### src/rtl/pixel_pattern_gen_if.sv
// Pixel stream bundle between the pattern generator and a framebuffer writer.
// The generator side drives coordinates and pixel data; the consumer side drives requests and pixel_ready.
interface pixel_pattern_gen_if;
  logic        start;
  logic [2:0]  mode;
  logic [7:0]  level;
  logic        border_en;
  logic        cont;
  logic        pixel_ready;
  logic [10:0] x;
  logic [10:0] y;
  logic [7:0]  pixel_GS;
  logic        pixel_write;
  logic        busy;
  logic        frame_done;

  modport master (
    input  start, mode, level, border_en, cont, pixel_ready,
    output x, y, pixel_GS, pixel_write, busy, frame_done
  );

  modport slave (
    output start, mode, level, border_en, cont, pixel_ready,
    input  x, y, pixel_GS, pixel_write, busy, frame_done
  );
endinterface

### src/rtl/pixel_pattern_gen.sv
// Raster-order test-pattern source: walks (x,y) over a WxH frame and emits a
// grayscale value per pixel, advancing only when the framebuffer accepts.
module pixel_pattern_gen #(
  parameter int H          = 50,
  parameter int W          = 50,
  parameter int CHECK_LOG2 = 3,
  parameter int GSHIFT     = 2,
  parameter int BAR_LOG2   = 3
) (
  input logic                 clock,
  input logic                 reset,
  pixel_pattern_gen_if.master bus
);

  localparam logic [1:0] IDLE = 2'd0;
  localparam logic [1:0] RUN  = 2'd1;
  localparam logic [1:0] DONE = 2'd2;

  localparam logic [10:0] X_LAST = 11'(W - 1);
  localparam logic [10:0] Y_LAST = 11'(H - 1);

  logic [1:0]  state;
  logic [10:0] x_p0;
  logic [10:0] y_p0;
  logic [2:0]  mode_p0;
  logic [7:0]  level_p0;
  logic        border_p0;
  logic        cont_p0;
  logic        accept;
  logic        last_px;
  logic        relatch;

  function automatic logic [7:0] pattern_value(
    input logic [2:0]  m,
    input logic [7:0]  lv,
    input logic [10:0] px,
    input logic [10:0] py
  );
    logic       cx;
    logic       cy;
    logic [7:0] v;
    cx = 1'(px >> CHECK_LOG2);
    cy = 1'(py >> CHECK_LOG2);
    case (m)
      3'd0:    v = lv;
      3'd1:    v = 8'(px << GSHIFT);
      3'd2:    v = 8'(py << GSHIFT);
      3'd3:    v = (cx ^ cy) ? ~lv : lv;
      3'd4:    v = {3'(px >> BAR_LOG2), 5'b0} + lv;
      default: v = 8'h00;
    endcase
    return v;
  endfunction

  function automatic logic on_edge(input logic [10:0] px, input logic [10:0] py);
    return (px == 11'd0) || (py == 11'd0) || (px == X_LAST) || (py == Y_LAST);
  endfunction

  assign accept  = (state == RUN) && bus.pixel_ready;
  assign last_px = (x_p0 == X_LAST) && (y_p0 == Y_LAST);
  // A frame begins either from IDLE on start or straight out of DONE when continuous.
  assign relatch = ((state == IDLE) && bus.start) || ((state == DONE) && cont_p0);

  always_ff @(posedge clock or posedge reset) begin
    if (reset) begin
      state <= IDLE;
    end else begin
      case (state)
        IDLE:    if (bus.start) state <= RUN;
        RUN:     if (accept && last_px) state <= DONE;
        DONE:    state <= cont_p0 ? RUN : IDLE;
        default: state <= IDLE;
      endcase
    end
  end

  always_ff @(posedge clock or posedge reset) begin
    if (reset) begin
      mode_p0   <= 3'd0;
      level_p0  <= 8'd0;
      border_p0 <= 1'b0;
      cont_p0   <= 1'b0;
    end else if (relatch) begin
      mode_p0   <= bus.mode;
      level_p0  <= bus.level;
      border_p0 <= bus.border_en;
      cont_p0   <= bus.cont;
    end
  end

  // Coordinates wrap to the origin on the final accept so they never leave the frame.
  always_ff @(posedge clock or posedge reset) begin
    if (reset) begin
      x_p0 <= 11'd0;
      y_p0 <= 11'd0;
    end else if (relatch) begin
      x_p0 <= 11'd0;
      y_p0 <= 11'd0;
    end else if (accept) begin
      if (x_p0 == X_LAST) begin
        x_p0 <= 11'd0;
        y_p0 <= (y_p0 == Y_LAST) ? 11'd0 : y_p0 + 11'd1;
      end else begin
        x_p0 <= x_p0 + 11'd1;
      end
    end
  end

  assign bus.x           = x_p0;
  assign bus.y           = y_p0;
  assign bus.pixel_write = (state == RUN);
  assign bus.busy        = (state == RUN);
  assign bus.frame_done  = (state == DONE);
  assign bus.pixel_GS    = (border_p0 && on_edge(x_p0, y_p0)) ? 8'hFF
                         : pattern_value(mode_p0, level_p0, x_p0, y_p0);

endmodule

### src/flat_wrapper.sv
// flat-port wrapper written by rule: the top's interface ports become plain ports
module pixel_pattern_gen_flat 
#(
  parameter int H          = 50,
  parameter int W          = 50,
  parameter int CHECK_LOG2 = 3,
  parameter int GSHIFT     = 2,
  parameter int BAR_LOG2   = 3
)
  (clock, reset, bus_start, bus_mode, bus_level, bus_border_en, bus_cont, bus_pixel_ready, bus_x, bus_y, bus_pixel_GS, bus_pixel_write, bus_busy, bus_frame_done);
  pixel_pattern_gen_if bus_i ();
  input logic clock;
  input logic reset;
  input wire logic [$bits(bus_i.start)-1:0] bus_start;
  input wire logic [$bits(bus_i.mode)-1:0] bus_mode;
  input wire logic [$bits(bus_i.level)-1:0] bus_level;
  input wire logic [$bits(bus_i.border_en)-1:0] bus_border_en;
  input wire logic [$bits(bus_i.cont)-1:0] bus_cont;
  input wire logic [$bits(bus_i.pixel_ready)-1:0] bus_pixel_ready;
  output wire logic [$bits(bus_i.x)-1:0] bus_x;
  output wire logic [$bits(bus_i.y)-1:0] bus_y;
  output wire logic [$bits(bus_i.pixel_GS)-1:0] bus_pixel_GS;
  output wire logic [$bits(bus_i.pixel_write)-1:0] bus_pixel_write;
  output wire logic [$bits(bus_i.busy)-1:0] bus_busy;
  output wire logic [$bits(bus_i.frame_done)-1:0] bus_frame_done;
  assign bus_i.start = bus_start;
  assign bus_i.mode = bus_mode;
  assign bus_i.level = bus_level;
  assign bus_i.border_en = bus_border_en;
  assign bus_i.cont = bus_cont;
  assign bus_i.pixel_ready = bus_pixel_ready;
  assign bus_x = bus_i.x;
  assign bus_y = bus_i.y;
  assign bus_pixel_GS = bus_i.pixel_GS;
  assign bus_pixel_write = bus_i.pixel_write;
  assign bus_busy = bus_i.busy;
  assign bus_frame_done = bus_i.frame_done;
  pixel_pattern_gen #(.H(H), .W(W), .CHECK_LOG2(CHECK_LOG2), .GSHIFT(GSHIFT), .BAR_LOG2(BAR_LOG2)) u_core (.clock(clock), .reset(reset), .bus(bus_i));
endmodule
### config.mk
export PLATFORM = sky130hd
export DESIGN_NAME = pixel_pattern_gen_flat
export DESIGN_NICKNAME = d
export VERILOG_FILES = /design/src/rtl/pixel_pattern_gen_if.sv /design/src/rtl/pixel_pattern_gen.sv /design/src/flat_wrapper.sv
export SDC_FILE = /design/constraint.sdc
export NUM_CORES = 1
export LEC_CHECK = 0
export CAP_MARGIN = 20
export CORE_MARGIN = 2
export CORE_UTILIZATION = 47
export DETAILED_ROUTE_END_ITERATION = 8
export GPL_TIMING_DRIVEN = 0
export HOLD_SLACK_MARGIN = 0.15
export PLACE_DENSITY = 0.87
export SYNTH_ARGS = -nofsm -noshare
export SYNTH_HDL_FRONTEND = slang
export SYNTH_SLANG_ARGS = --single-unit
### constraint.sdc
create_clock -name clock -period 1.8 [get_ports clock]
set_input_delay 0.27 -clock clock [delete_from_list [all_inputs] [get_ports clock]]
set_output_delay 0.27 -clock clock [all_outputs]
set_load 0.01 [all_outputs]
==> results of run 1 <==
[power by group through the flow]
stage                     combinational, mW  clock, mW  sequential, mW
after floorplan                       0.620          0            1.03
after global placement                0.979          0            1.02
after detailed placement               1.02          0            1.02
after CTS                              1.22      0.676           0.976
after global routing                   1.55      0.709           0.998
final                                  1.47      0.688           0.987
[metal layers]
layer	share of wire	routed length, microns
met1	0.37	3330
met2	0.50	4480
met3	0.085	765
met4	0.050	455
met5	0	0
[layout make-up]
cell class | count | area share
inverter | 11 | 0.0113
clock buffer | 7 | 0.0249
timing repair buffer | 95 | 0.214
buffer | 14 | 0.0278
sequential | 37 | 0.242
multi-input combinational | 218 | 0.455
tap | 70 | 0.0227
clock inverter | 1 | 0.00129
[stage by stage]
stage | power (mW) | area [sq um]
after global placement | 2.00 | 3120
after CTS | 2.87 | 3600
after floorplan | 1.65 | 2540
final | 3.15 | 3860
after global routing | 3.26 | 3860
after detailed placement | 2.04 | 3120
[sequential cells by signal, indices dropped and copies added, names as in the netlist]
signal / cells
u_core.bus.x: 11
u_core.cont_p0: 1
u_core.level_p0: 8
u_core.border_p0: 1
u_core.state: 2
u_core.bus.y: 11
u_core.mode_p0: 3
[what timing repair did]
item                       4_1_cts  5_1_grt
buffers inserted                29       18
pin swaps                       19       23
setup endpoints to repair       42       41
resized for setup               78       38
[worst paths after layout]
path | start | endpoint | slack [ns]
worst max-delay path | u_core.bus.x[9]$_DFFE_PP0P_ | bus_pixel_GS[0] | -0.52
worst min-delay path | reset | u_core.bus.y[9]$_DFFE_PP0P_ | 0.42
worst max register to register | u_core.bus.x[9]$_DFFE_PP0P_ | u_core.bus.y[10]$_DFFE_PP0P_ | -0.15
worst min register to register | u_core.level_p0[0]$_DFFE_PP0N_ | u_core.level_p0[0]$_DFFE_PP0N_ | 0.54
max in group asynchronous | reset | u_core.bus.x[1]$_DFFE_PP0P_ | 0.82
min in group clock | bus_level[0] | u_core.level_p0[0]$_DFFE_PP0N_ | 0.47
[cell usage after synthesis, types with 7 or more instances]
master / number
sky130_fd_sc_hd__clkbuf_1: 10
sky130_fd_sc_hd__nand3_1: 19
sky130_fd_sc_hd__o22ai_1: 7
sky130_fd_sc_hd__a21oi_1: 12
sky130_fd_sc_hd__ha_1: 7
sky130_fd_sc_hd__inv_1: 11
sky130_fd_sc_hd__nand2_1: 53
sky130_fd_sc_hd__o31ai_1: 9
sky130_fd_sc_hd__dfrtp_1: 37
[cells by family (layout without fill, tap and decap cells)]
group	count (synthesis)	in the layout	share of synthesized area
xor+xnor	9	9	0.0381
flops	37	37	0.376
buf+inv	26	128	0.0432
simple gates	130	130	0.279
compound gates	64	64	0.184
mux	7	7	0.0361
fa+ha+maj	8	8	0.0437
[worst max-delay path, delay by kind of cell, from the launching register on]
| kind | cells | cell delay (ns) |
|---|---|---|
| DFF | 1 | 0.42 |
| and+or+nand+nor | 1 | 0.61 |
| buffers and inverters | 1 | 0.16 |
| AOI/OAI and AO/OA | 3 | 0.55 |
==> out/qor.json, run 1 <==
{
  "tns": {"value": -4.60, "unit": "ns"},
  "synth.largest_area_cell": {"value": "sky130_fd_sc_hd__dfrtp_1"},
  "worstSetupEndpointType": {"value": "primary output"},
  "filler_cell_count": {"value": 345},
  "global_router_s_overall_resource_usage": {"value": 0.287},
  "fin_crit_sh": {"value": 1.29},
  "cts-hold-fix-buffers": {"value": 0},
  "count_of_vias_placed_by_the_detailed_router": {"value": 2872},
  "cts_tree": {"value": "built"},
  "transition_time_at_the_pin_with_the_least_slew_margin": {"value": 0.798, "unit": "ns"},
  "synth_async_sr_flop_share": {"value": 1.00},
  "timing_worst_setup_path_type": {"value": "flop to primary output"},
  "dominantRegCellSynth": {"value": "sky130_fd_sc_hd__dfrtp_1"},
  "final_core_utilization": {"value": 0.762},
  "synth_cells": {"value": 281},
  "cp_slowest_stage_delay": {"value": 0.61, "unit": "ns"},
  "pre_cts_slack": {"value": -0.674, "unit": "ns"},
  "final_estimated_routing_congestion_in_global_placement": {"value": 0.900},
  "die_height": {"value": 76.3, "unit": "microns"},
  "timing.critical_path.required": {"value": 1.53, "unit": "ns"},
  "most-common-layout-cells": {"value": "sky130_fd_sc_hd__nand2_1, sky130_fd_sc_hd__buf_4, sky130_fd_sc_hd__clkdlybuf4s50_1"},
  "max-slew-margin-rel": {"value": 0.468},
  "fin_worst_skew": {"value": 0.00859, "unit": "ns"},
  "largest_net_degree_at_the_start_of_global_routing": {"value": 38},
  "cp_cell_sequence": {"value": "or4_4, a211oi_4, o21ai_4, o211ai_1, buf_2"},
  "grt_setup_unrepaired": {"value": "true"},
  "drt.antenna.violating_nets": {"value": 0},
  "max-clock-path-buffers": {"value": 2},
  "drt_first_pass_iters": {"value": 5},
  "ys.warnings.count": {"value": 0},
  "clk_transition_reported_paths": {"value": 0.07, "unit": "ns"},
  "final.hold.worst_slack": {"value": 0.422, "unit": "ns"},
  "critical_path.startpoint_type": {"value": "flop"},
  "violations_in_the_final_reports": {"value": "negative setup slack"},
  "syn_avg_cell_area": {"value": 8.75, "unit": "sq um"},
  "hold_path.class": {"value": "primary input to async pin"},
  "number_of_diodes": {"value": 0},
  "route.detailed.vias_per_inst": {"value": 6.34},
  "power_density": {"value": 814, "unit": "nW/um^2"},
  "final_layout_size_suffix_gt1_frac": {"value": 0.366},
  "starting_density_of_the_core": {"value": 0.485},
  "portBuffers": {"value": 49},
  "synthDominantCellAreaShare": {"value": 0.376},
  "dieWidth": {"value": 76.3, "unit": "microns"},
  "number_of_i_o_pins": {"value": 50},
  "grt.met1_usage": {"value": 0.352},
  "ys_types": {"value": 51},
  "timing.max_cap.violations": {"value": 0},
  "routed_wl": {"value": 9030, "unit": "microns"},
  "ctsHtreeMaxLevel": {"value": 2},
  "syn-num-nets": {"value": 306},
  "initial_antenna_violation_count": {"value": 0},
  "fp-row-count": {"value": 26},
  "globalRouteMet3Util": {"value": 0.0569},
  "postSynthRegisterBits": {"value": 37},
  "area.growth.synth_to_final": {"value": 57.1, "unit": "%"},
  "maxSlewViolCount": {"value": 0},
  "fp.dieArea": {"value": 5830, "unit": "sq um"},
  "regArea": {"value": 936, "unit": "sq um"},
  "timing.final.hold_violations": {"value": 0},
  "intPower": {"value": 1.98, "unit": "mW"},
  "gr-max-usage-layer": {"value": "met2"},
  "vdd_drop_max": {"value": 0.473, "unit": "mV"},
  "cts_inserted_buffers": {"value": 5},
  "timing.fmax": {"value": 432, "unit": "MHz"},
  "timing.final.crit_period": {"value": 2.32, "unit": "ns"},
  "synth_edf_count": {"value": 0},
  "status": {"value": "finished, violations left"},
  "groute.layer.met2.usage": {"value": 0.480},
  "cts.sinks": {"value": 37},
  "drc": {"value": 0},
  "place.detailed.instances": {"value": 400},
  "power.share.sequential": {"value": 0.314},
  "worstRegToRegCells": {"value": 5},
  "final_nets": {"value": 407},
  "worstPathArrival": {"value": 2.05, "unit": "ns"},
  "syn-cell-area": {"value": 2460, "unit": "sq um"},
  "layout.cells.most_common": {"value": "sky130_fd_sc_hd__nand2_1"},
  "grt_pass1_wl": {"value": 13400, "unit": "microns"},
  "clk_latency_worst_skew_pair": {"value": 0.32, "unit": "ns"},
  "final_critical_path_setup_slack": {"value": -0.517, "unit": "ns"},
  "crit_fanout": {"value": 8},
  "power.switching": {"value": 1.16, "unit": "mW"},
  "cts_root_buffer": {"value": "sky130_fd_sc_hd__clkbuf_8"},
  "p_clk_frac": {"value": 0.219},
  "fin_cells": {"value": 453},
  "worst_path_max_delay_cell": {"value": "sky130_fd_sc_hd__or4_4"},
  "global_route.overflow_total": {"value": 0},
  "ys_seq_area_frac": {"value": 0.376},
  "drt_iter0_drc": {"value": 249},
  "routed_wire_length_per_instance": {"value": 19.9, "unit": "microns"},
  "yosys-top-cells-area": {"value": "sky130_fd_sc_hd__dfrtp_1, sky130_fd_sc_hd__nand2_1, sky130_fd_sc_hd__nand3_1"},
  "power.share.combinational": {"value": 0.468},
  "multi_input_comb_area": {"value": 1760, "unit": "sq um"},
  "hpwlAfterDp": {"value": 4690, "unit": "microns"},
  "grt_pass1_vias": {"value": 2692},
  "static-leakage-power": {"value": 1.57, "unit": "nW"},
  "core_area": {"value": 5070, "unit": "sq um"},
  "net_switching_share_of_the_total_power": {"value": 0.370},
  "setup_viol": {"value": 18}
}
(Power assumes the default switching activity.)
==> inputs of run 2 (changes only) <==
- SLEW_MARGIN: unset -> 10
==> results of run 2 <==
Same layout as run 1: the final DEF is identical, and so are final timing and power.
